**src/rtl/gl_pkg.sv**
```systemverilog
// ============================================================================
//  Module      : gl_pkg
//  Description : Shared constants and types for the framebuffer write stage.
//                GL_FB_CLEAR_EN adds the CLEAR state to the state enum.
//  Revision    : 1.0 - initial release
// ============================================================================
`default_nettype none

package gl_pkg;

  localparam int H_RES_DEF = 640;
  localparam int V_RES_DEF = 480;
  localparam int PIXEL_W   = 18;
  localparam int FRAG_W    = 96;

  // Fragment field positions inside the 96-bit FIFO word
  localparam int Y_LSB = 80;
  localparam int Y_W   = 9;
  localparam int X_LSB = 64;
  localparam int X_W   = 10;
  localparam int R_LSB = 50;
  localparam int G_LSB = 42;
  localparam int B_LSB = 34;
  localparam int C_W   = 6;

  typedef enum logic [1:0] {
    ST_IDLE  = 2'd0,
    ST_LATCH = 2'd1,
    ST_WRITE = 2'd2
`ifdef GL_FB_CLEAR_EN
    ,
    ST_CLEAR = 2'd3
`endif
  } fb_state_e;

endpackage

`default_nettype wire

```
**src/rtl/gl_fb_writer_if.sv**
```systemverilog
// ============================================================================
//  Module      : gl_fb_writer_if
//  Description : Fragment FIFO read port plus framebuffer write request port.
//  Revision    : 1.0 - initial release
// ============================================================================
`default_nettype none

interface gl_fb_writer_if #(
  parameter int ADDR_W = 19
) ();

  logic                        empty;
  logic                        rd_en;
  logic [gl_pkg::FRAG_W-1:0]   rd_data;
  logic                        mem_req;
  logic                        mem_ack;
  logic [ADDR_W-1:0]           mem_addr;
  logic [gl_pkg::PIXEL_W-1:0]  mem_wdata;

  modport master (
    input  empty, rd_data, mem_ack,
    output rd_en, mem_req, mem_addr, mem_wdata
  );

  modport slave (
    output empty, rd_data, mem_ack,
    input  rd_en, mem_req, mem_addr, mem_wdata
  );

endinterface

`default_nettype wire

```
**src/rtl/gl_fb_addr.sv**
```systemverilog
// ============================================================================
//  Module      : gl_fb_addr
//  Description : Combinational pixel address y*H_RES + x, truncated to ADDR_W.
//  Revision    : 1.0 - initial release
// ============================================================================
`default_nettype none

module gl_fb_addr #(
  parameter int H_RES  = 640,
  parameter int ADDR_W = 19
) (
  input  wire logic [gl_pkg::Y_W-1:0] i_y,
  input  wire logic [gl_pkg::X_W-1:0] i_x,
  output logic      [ADDR_W-1:0]      o_addr
);

  assign o_addr = ADDR_W'(i_y) * ADDR_W'(H_RES) + ADDR_W'(i_x);

endmodule

`default_nettype wire

```
**src/rtl/gl_fb_writer.sv**
```systemverilog
// ============================================================================
//  Module      : gl_fb_writer
//  Description : Drains rasterizer fragments into 18-bit framebuffer writes,
//                dropping off-screen pixels. GL_FB_CLEAR_EN adds buffer clear.
//  Revision    : 1.0 - initial release
// ============================================================================
`default_nettype none

module gl_fb_writer
  import gl_pkg::*;
#(
  parameter int H_RES  = H_RES_DEF,
  parameter int V_RES  = V_RES_DEF,
  parameter int ADDR_W = 19,
  parameter int DROP_W = 16
) (
  input  wire logic               clk,
  input  wire logic               rst,
  gl_fb_writer_if.master          fb,
  input  wire logic               clear_start,
  input  wire logic [PIXEL_W-1:0] clear_color,
  output logic                    clear_done,
  output logic                    busy,
  output logic [15:0]             dropped_count
);

  fb_state_e           r_state;
  fb_state_e           w_next;
  logic                w_rd_en;
  logic [ADDR_W-1:0]   r_addr;
  logic [PIXEL_W-1:0]  r_wdata;
  logic [DROP_W-1:0]   r_drop;
  logic [ADDR_W-1:0]   w_pix_addr;
  logic [FRAG_W-1:0]   w_frag;
  logic [Y_W-1:0]      w_y;
  logic [X_W-1:0]      w_x;
  logic [C_W-1:0]      w_r, w_g, w_b;
  logic                w_in_range;
  logic                w_unused_frag;

  assign w_frag = fb.rd_data;
  assign w_y    = w_frag[Y_LSB +: Y_W];
  assign w_x    = w_frag[X_LSB +: X_W];
  assign w_r    = w_frag[R_LSB +: C_W];
  assign w_g    = w_frag[G_LSB +: C_W];
  assign w_b    = w_frag[B_LSB +: C_W];
  assign w_unused_frag = ^{w_frag[95:89], w_frag[79:74], w_frag[63:56],
                           w_frag[49:48], w_frag[41:40], w_frag[33:0]};

  assign w_in_range = (32'(w_x) < 32'(H_RES)) && (32'(w_y) < 32'(V_RES));

  gl_fb_addr #(
    .H_RES  (H_RES),
    .ADDR_W (ADDR_W)
  ) u_addr (
    .i_y    (w_y),
    .i_x    (w_x),
    .o_addr (w_pix_addr)
  );

`ifdef GL_FB_CLEAR_EN
  localparam logic [ADDR_W-1:0] LAST_ADDR = ADDR_W'(H_RES * V_RES - 1);

  logic r_clear_pending;
  logic r_clear_done;

  // Leaving IDLE with a pending clear is the only way into CLEAR
  always_ff @(posedge clk or posedge rst) begin
    if (rst)
      r_clear_pending <= 1'b0;
    else if (r_state == ST_IDLE && r_clear_pending)
      r_clear_pending <= 1'b0;
    else if (clear_start && r_state != ST_CLEAR)
      r_clear_pending <= 1'b1;
  end

  assign clear_done = r_clear_done;
`else
  logic w_unused_clr;
  assign w_unused_clr = ^{clear_start, clear_color};
  assign clear_done   = 1'b0;
`endif

  always_comb begin
    w_next  = r_state;
    w_rd_en = 1'b0;
    case (r_state)
      ST_IDLE: begin
`ifdef GL_FB_CLEAR_EN
        if (r_clear_pending)
          w_next = ST_CLEAR;
        else
`endif
        if (!fb.empty) begin
          w_rd_en = 1'b1;
          w_next  = ST_LATCH;
        end
      end
      ST_LATCH: w_next = w_in_range ? ST_WRITE : ST_IDLE;
      ST_WRITE: if (fb.mem_ack) w_next = ST_IDLE;
`ifdef GL_FB_CLEAR_EN
      ST_CLEAR: if (fb.mem_ack && r_addr == LAST_ADDR) w_next = ST_IDLE;
`endif
      default:  w_next = ST_IDLE;
    endcase
  end

  always_ff @(posedge clk or posedge rst) begin
    if (rst) begin
      r_state <= ST_IDLE;
      r_addr  <= '0;
      r_wdata <= '0;
      r_drop  <= '0;
`ifdef GL_FB_CLEAR_EN
      r_clear_done <= 1'b0;
`endif
    end else begin
      r_state <= w_next;
`ifdef GL_FB_CLEAR_EN
      r_clear_done <= 1'b0;
`endif
      case (r_state)
        ST_LATCH: begin
          r_addr  <= w_pix_addr;
          r_wdata <= {w_r, w_g, w_b};
          if (!w_in_range && r_drop != '1)
            r_drop <= r_drop + 1'b1;
        end
`ifdef GL_FB_CLEAR_EN
        ST_IDLE: begin
          if (r_clear_pending) begin
            r_addr  <= '0;
            r_wdata <= clear_color;
          end
        end
        ST_CLEAR: begin
          if (fb.mem_ack) begin
            if (r_addr == LAST_ADDR)
              r_clear_done <= 1'b1;
            else
              r_addr <= r_addr + 1'b1;
          end
        end
`endif
        default: ;
      endcase
    end
  end

  // Reset gates the pop so nothing is lost while the block is held
  assign fb.rd_en     = w_rd_en && !rst;
`ifdef GL_FB_CLEAR_EN
  assign fb.mem_req   = (r_state == ST_WRITE) || (r_state == ST_CLEAR);
`else
  assign fb.mem_req   = (r_state == ST_WRITE);
`endif
  assign fb.mem_addr  = r_addr;
  assign fb.mem_wdata = r_wdata;
  assign busy          = (r_state != ST_IDLE);
  assign dropped_count = 16'(r_drop);

endmodule

`default_nettype wire
```
**src/flat_wrapper.sv**
```systemverilog
// flat-port wrapper written by rule: the top's interface ports become plain ports
module gl_fb_writer_flat import gl_pkg::*;
#(
  parameter int H_RES  = H_RES_DEF,
  parameter int V_RES  = V_RES_DEF,
  parameter int ADDR_W = 19,
  parameter int DROP_W = 16
)
  (clk, rst, clear_start, clear_color, clear_done, busy, dropped_count, fb_empty, fb_rd_data, fb_mem_ack, fb_rd_en, fb_mem_req, fb_mem_addr, fb_mem_wdata);
  gl_fb_writer_if #(.ADDR_W(ADDR_W)) fb_i ();
  input  wire logic clk;
  input  wire logic rst;
  input  wire logic clear_start;
  input  wire logic [PIXEL_W-1:0] clear_color;
  output logic clear_done;
  output logic busy;
  output logic [15:0] dropped_count;
  input wire logic [$bits(fb_i.empty)-1:0] fb_empty;
  input wire logic [$bits(fb_i.rd_data)-1:0] fb_rd_data;
  input wire logic [$bits(fb_i.mem_ack)-1:0] fb_mem_ack;
  output wire logic [$bits(fb_i.rd_en)-1:0] fb_rd_en;
  output wire logic [$bits(fb_i.mem_req)-1:0] fb_mem_req;
  output wire logic [$bits(fb_i.mem_addr)-1:0] fb_mem_addr;
  output wire logic [$bits(fb_i.mem_wdata)-1:0] fb_mem_wdata;
  assign fb_i.empty = fb_empty;
  assign fb_i.rd_data = fb_rd_data;
  assign fb_i.mem_ack = fb_mem_ack;
  assign fb_rd_en = fb_i.rd_en;
  assign fb_mem_req = fb_i.mem_req;
  assign fb_mem_addr = fb_i.mem_addr;
  assign fb_mem_wdata = fb_i.mem_wdata;
  gl_fb_writer #(.H_RES(H_RES), .V_RES(V_RES), .ADDR_W(ADDR_W), .DROP_W(DROP_W)) u_core (.clk(clk), .rst(rst), .fb(fb_i), .clear_start(clear_start), .clear_color(clear_color), .clear_done(clear_done), .busy(busy), .dropped_count(dropped_count));
endmodule
```
**config.mk**
```make
export PLATFORM = sky130hd
export DESIGN_NAME = gl_fb_writer_flat
export DESIGN_NICKNAME = d
export VERILOG_FILES = /design/src/rtl/gl_pkg.sv /design/src/rtl/gl_fb_writer_if.sv /design/src/rtl/gl_fb_addr.sv /design/src/rtl/gl_fb_writer.sv /design/src/flat_wrapper.sv
export SDC_FILE = /design/constraint.sdc
export NUM_CORES = 1
export LEC_CHECK = 0
export BUFFER_PORTS_ARGS = -buffer_cell sky130_fd_sc_hd__buf_2
export CORE_MARGIN = 5
export CORE_UTILIZATION = 35
export DETAILED_ROUTE_END_ITERATION = 7
export HOLD_SLACK_MARGIN = 0.06
export PLACE_DENSITY = 0.69
export REMOVE_ABC_BUFFERS = 1
export SYNTH_ARGS = -nofsm -noshare
export SYNTH_HDL_FRONTEND = slang
export SYNTH_HIERARCHICAL = 1
export SYNTH_SLANG_ARGS = --single-unit
```
**constraint.sdc**
```tcl
create_clock -name clk -period 2.04 [get_ports clk]
set_input_delay 0.204 -clock clk [delete_from_list [all_inputs] [get_ports clk]]
set_output_delay 0.204 -clock clk [all_outputs]
set_load 0.005 [all_outputs]
```
## Word level (Yosys, flattened, before mapping)

Index checks and enable logic that the tools add are counted.

| cells by class | value |
|---|---|
| add/sub/neg operators | 2 |
| $mul | 1 |
| div/mod/pow operators | 0 |
| order comparisons | 2 |
| equal/unequal tests | 5 |
| shift-type cells | 0 |
| multiplexer cells | 6 |
| bitwise logic cells | 0 |
| reductions and logical operators | 9 |

Operator list:

| cell | number |
|---|---|
| 19-bit by 10-bit adder with 19-bit output | 1 |
| 16-bit by 1-bit adder with 16-bit output (second input constant) | 1 |
| 16-bit != test (second input constant) | 1 |
| 9-bit by 3-bit multiplier with 12-bit output (second input constant) | 1 |
| 10-bit less-than comparator (second input constant) | 1 |
| 9-bit less-than comparator (second input constant) | 1 |
| 2-bit two-way mux | 3 |
| 2-bit case mux with 3 select lines | 1 |
| 2-bit != test (second input constant) | 2 |
| 2-bit AND reduction | 2 |
| 1-bit logical AND | 3 |
| 2-bit by 1-bit equality test with 1-bit output (second input constant) | 1 |
| 2-bit equality test (second input constant) | 1 |
| 1-bit zero test | 2 |
| 2-bit zero test | 1 |
| 1-bit two-way mux | 2 |
| 2-bit nonzero test | 1 |

| word-level totals | value |
|---|---|
| bits in registers | 55 |
| latch bits | 0 |
| memory bits (writable) | 0 |
| ROM bits | 0 |
| output and inout port bits | 57 |
| word-level logic and storage cells | 29 |
| memories kept | 0 |

## Depth between registers and ports, before layout

| depth | value |
|---|---|
| word-level depth | 5 |
| depth in mapped cells | 11 |
| depth with buffers taken out | 11 |

## Hierarchy

Netlist, hierarchy kept.

Modules (own cells, without submodules):

| module | instances | cells each | area each (sq um) |
|---|---|---|---|
| gl_fb_writer | 1 | 236 | 2264.7 |
| gl_fb_addr | 1 | 80 | 669.4 |

## Worst setup path after synthesis

No wires, ideal clock.

| timing path | value |
|---|---|
| path type | in2reg |
| from | in fb_rd_data[81] |
| to | reg u_core.r_addr[18], in the netlist u_core/fb.mem_addr[18] |
| setup time | 65 ps |
| arrival | 2244 ps |
| slack | -269 ps |
| stages on the path | 11 |
| buffers on the path | 0 |
| cell sequence | ha_1 -> ha_1 -> fa_1 -> a21o_1 -> a21oi_1 -> xnor2_1 -> nand2_1 -> or2_0 -> o31ai_2 -> nand2_1 -> nand2_1 |

| between the ends | value |
|---|---|
| longest elaborated chain between the ends | 2 |

RTL lines:

| item | RTL line | source |
|---|---|---|
| start, declared | flat_wrapper.sv:19 | `input wire logic [$bits(fb_i.rd_data)-1:0] fb_rd_data;` |
| 9-bit by 3-bit multiplier with 12-bit output | gl_fb_addr.sv:17 | `assign o_addr = ADDR_W'(i_y) * ADDR_W'(H_RES) + ADDR_W'(i_x);` |
| 19-bit by 10-bit adder with 19-bit output | gl_fb_addr.sv:17 |  |
| net u_core.w_pix_addr[18] | gl_fb_writer.sv:33 | `logic [ADDR_W-1:0] w_pix_addr;` |
| end signal, assigned | gl_fb_writer.sv:124 | `r_addr <= w_pix_addr;` |
| end, declared | gl_fb_writer.sv:30 | `logic [ADDR_W-1:0] r_addr;` |

The timed path passes the listed nets, and every way through them passes these cells.
A chain may end at the register's enable or synchronous reset.

## Worst setup path in the final report

| timing path | value |
|---|---|
| from | in fb_rd_data[81] |
| to | reg u_core.r_addr[17], in the netlist u_core/fb.mem_addr[17] |

The elaborated chain is that of the path after synthesis.

==> impl_results.md <==
* Result of the run: complete, but fails checks
* Violations in the final reports: setup timing
* Number of buffer and inverter stages on the critical path at 1
* Required time worst endpoint at approximately 2300 ps
* Weighted congestion reported at the end of routability-driven placement at a little under 0.8
* Number of synthesized flops with an enable pin at 0
* Achievable clock frequency at ~0.49 GHz
* PnR worst setup slack at -15.9 ps
* Flop and latch count out of synthesis at 55
* Floorplan die width at approximately 100 um
* Total die area at 10300 sq um
* Leading cell types by total area after synthesis: sky130_fd_sc_hd__dfrtp_1 (47%), sky130_fd_sc_hd__nand2_1 (15%), sky130_fd_sc_hd__ha_1 (7.7%), sky130_fd_sc_hd__xnor2_1 (7.2%), sky130_fd_sc_hd__buf_4 (2.0%)
* TritonRoute pass-1 iters at 4
* Number of antenna repair diodes at 0
* Max Cap Viol at 0
* Actual slew at the worst max-slew pin at a little over 700 ps
* WHS at roughly 70 ps
* Final total power at roughly 0.0037 W
* Crit start category: input pin
* Clock transition at the registers of the reported paths at approximately 100 ps
* Largest net degree at the start of global routing at 56
* Area of the core at 8180 sq um
* Overflow left after global routing at 0
* Max stage delay cell, worst path: sky130_fd_sc_hd__fa_2
* Share of the synthesized area in the top cell type at between 40 and 50%
* Proportion of synthesized chip area in sequential cells at a little under half
* Critical Path End Type: flip-flop
* Total Routing Usage GR at 13.3%
* Height of the die at 102 um
* Final HPWL DP at approximately 5200 um
* Number of rows in the core area at 33
* DR WL/cell at ~12 um
* Most used cell, CP: sky130_fd_sc_hd__nand2_1
* Static leakage at around 2.1 nW
* Max-slew violation count at 0
* Power density over cell area at around 950 nW/um^2
* Vias in the first global route at between 2000 and 2500
* Starting density of the core at between 30% and 40%
* Count of buffers from port buffering at 96
* Routed Antenna Nets at 0
* Final routed wirelength across all metal layers at just under 7000 um
* Biggest area consumer among synthesized cells: sky130_fd_sc_hd__dfrtp_1
* Count of yosys warnings during synthesis at 6
* CTS H-tree lvls at 2
* Ys async rst share at 100%
* Hold EP: u_core/r_state[0]
* Delay of the slowest critical-path stage at a little under 400 ps
* Number of endpoints failing setup at the final stage at 2
* Clock insertion delay at the later pin of the skew report at 300 ps
* Arrival @ worst endpoint at approximately 2300 ps
* Setup Total Neg Slack at -18.7 ps
* Launching point of the worst reg2reg path: u_core/dropped_count[0]
* Clock period minus final worst setup slack at 2060 ps
* DRC violation count after routing at 0
* Worst-case reg-to-reg path depth at 6
* Maximum fanout encountered on the critical timing path at 3
* Most frequent cell after synthesis: sky130_fd_sc_hd__nand2_1
* Fin crit share at 101%
* Post-Synthesis Mean Instance Area at between 9 and 10 sq um
* Worst-case clock buffer depth at 2
* Post-synth top flop: sky130_fd_sc_hd__dfrtp_1
* Initial DRC Count at between 70 and 80
* Maximum ir drop on the vdd rail at around 330 uV
* Cells along the critical path: buf_8 -> ha_4 -> ha_4 -> fa_2 -> a21o_1 -> a221oi_2 -> xnor2_1 -> nand2_1 -> nor3_2 -> xnor2_1 -> nand2_1 -> nand2_1
* TritonCTS Buffers at 5
* Unique masters post-synth at 39
* Headroom to the max-slew limit at between 50% and 60%
* Util after Layout at a little under half
* Mean number of vias per cell at 4.60
* Layout Nets at between 500 and 600
* Top cells by instance count after synthesis: sky130_fd_sc_hd__nand2_1 (120), sky130_fd_sc_hd__dfrtp_1 (55), sky130_fd_sc_hd__xnor2_1 (24)
* Total number of vias at between 2000 and 2500
* Min-delay src: fb_empty
* Path class of the lowest-slack min-delay path: in -> reg
* Number of antenna violations at the first check in global routing at 0
* Number of placed I/O pins at approximately 180
* Area growth from synthesis to layout at 32.8%
* Hold depth at 2
* Count of mapped cells out of synthesis at 316
* First-pass GRT wire length at roughly 11000 um
* Filler cell count at ~790
* Fraction of layout cells with a size suffix above 1 at between 30% and 40%
* Clock tree from TritonCTS: done
* Root Buffer: sky130_fd_sc_hd__clkbuf_8
* TritonCTS Sinks at between 50 and 60
* Reg-to-reg setup timing slack at around 250 ps
* Destination of the worst register-to-register timing path: u_core/dropped_count[14]
* Layout Skew at 7.03 ps
* Count of final hold-check violations at 0
* RSZ-0062 raised after global routing: true
* Cell area after synthesis at between 2000 and 3000 sq um
* Family of cells with the greatest summed delay on the critical path: adder cells
* Critical path class: in -> reg
==> how the worst max path moves through the flow <==
| stage | start | end | slack (ps) | cells after the start |
|---|---|---|---|---|
| 3_5_place_dp | fb_rd_data[81] | u_core/fb.mem_addr[18] | -560 | 12 |
| 2_1_floorplan | fb_rd_data[81] | u_core/fb.mem_addr[18] | -310 | 11 |
| 3_3_place_gp | fb_rd_data[81] | u_core/fb.mem_addr[18] | -460 | 12 |
| 5_1_grt | fb_rd_data[81] | u_core/fb.mem_addr[17] | -110 | 12 |
| 6_report | fb_rd_data[81] | u_core/fb.mem_addr[17] | -20 | 12 |
| 4_1_cts | fb_rd_data[81] | u_core/fb.mem_addr[18] | -20 | 12 |
==> cells in the final DEF (no fill, tap or decap), types with 2 or more instances in the layout <==
cell type / n
sky130_fd_sc_hd__a21o_1: 5
sky130_fd_sc_hd__a21oi_1: 2
sky130_fd_sc_hd__and3_1: 3
sky130_fd_sc_hd__and4_1: 2
sky130_fd_sc_hd__buf_2: 94
sky130_fd_sc_hd__buf_4: 30
sky130_fd_sc_hd__clkbuf_8: 5
sky130_fd_sc_hd__dfrtp_1: 55
sky130_fd_sc_hd__ha_1: 14
sky130_fd_sc_hd__ha_4: 3
sky130_fd_sc_hd__inv_1: 5
sky130_fd_sc_hd__nand2_1: 119
sky130_fd_sc_hd__nand3_1: 9
sky130_fd_sc_hd__nand4_1: 7
sky130_fd_sc_hd__nor2_1: 11
sky130_fd_sc_hd__nor2b_1: 3
sky130_fd_sc_hd__nor3_2: 3
sky130_fd_sc_hd__or2_1: 2
sky130_fd_sc_hd__xnor2_1: 23
sky130_fd_sc_hd__xor2_1: 4
==> metrics by stage <==
step | area, sq um | cells | setup slack (ps)
2_1_floorplan | 2840 | 300 | -315
3_3_place_gp | 3670 | 528 | -458
6_report | 3900 | 541 | -15.9
4_1_cts | 3870 | 541 | -16.1
5_1_grt | 3900 | 541 | -114
3_5_place_dp | 3670 | 528 | -558
==> per-layer routing <==
metal	global-route usage, %	wire (um)	vias to the layer above
li1	-	-	1257
met1	16.3	2770	1152
met2	24.2	3450	72
met3	1.72	448	5
met4	3.68	81	0
met5	0	0	-
==> area by class of cell <==
cell class	count	area, sq um	area share, %
sequential	55	1380	35.3
timing repair buffer	128	752	19.3
clock inverter	2	12.5	0.321
clock buffer	6	72.6	1.86
tap	105	131	3.37
inverter	6	22.5	0.578
multi-input combinational	239	1530	39.2
==> flip-flops by register name, summed over array words and instances (netlist names) <==
name	flops
u_core/dropped_count	16
u_core/fb.mem_addr	19
u_core/fb.mem_wdata	18
u_core/r_state	2
==> logic make-up (layout without fill, tap and decap cells) <==
logic type / Yosys count / in the layout / synth area share [%]
AND/OR/NAND/NOR: 172 / 172 / 26.8
flip-flops: 55 / 55 / 46.9
XOR/XNOR: 29 / 29 / 8.66
buffers and inverters: 22 / 142 / 3.84
adder cells (fa/ha/maj): 20 / 20 / 9.04
AO/OA/AOI/OAI: 16 / 16 / 4.14
other: 1 / 1 / 0.128
multiplexers: 1 / 1 / 0.512
==> report_power, final <==
| group | internal, W | leakage, nW | switching [W] |
|---|---|---|---|
| Sequential | 0.00146 | 0.699 | 0.000218 |
| Combinational | 0.000704 | 1.37 | 0.000719 |
| Clock | 0.000241 | 0.0412 | 0.000345 |
==> worst register-to-register path, cell delays in order, from the launching register on <==
cell                      delay (ps)
sky130_fd_sc_hd__dfrtp_1         440
sky130_fd_sc_hd__ha_1            230
sky130_fd_sc_hd__nand3_1         180
sky130_fd_sc_hd__nor4_4           90
sky130_fd_sc_hd__nor3_2          400
sky130_fd_sc_hd__nand4_1         190
sky130_fd_sc_hd__xnor2_1         160
==> what timing repair did <==
item | CTS | global route
endpoints found under the hold margin | 55 | 0
hold buffers | 1 | 0
setup endpoints to repair | 4 | 5
pin swaps | 9 | 4
buffers inserted | 4 | 1
resized for setup | 13 | 8
No activity file was read; power rests on OpenSTA's default activity.
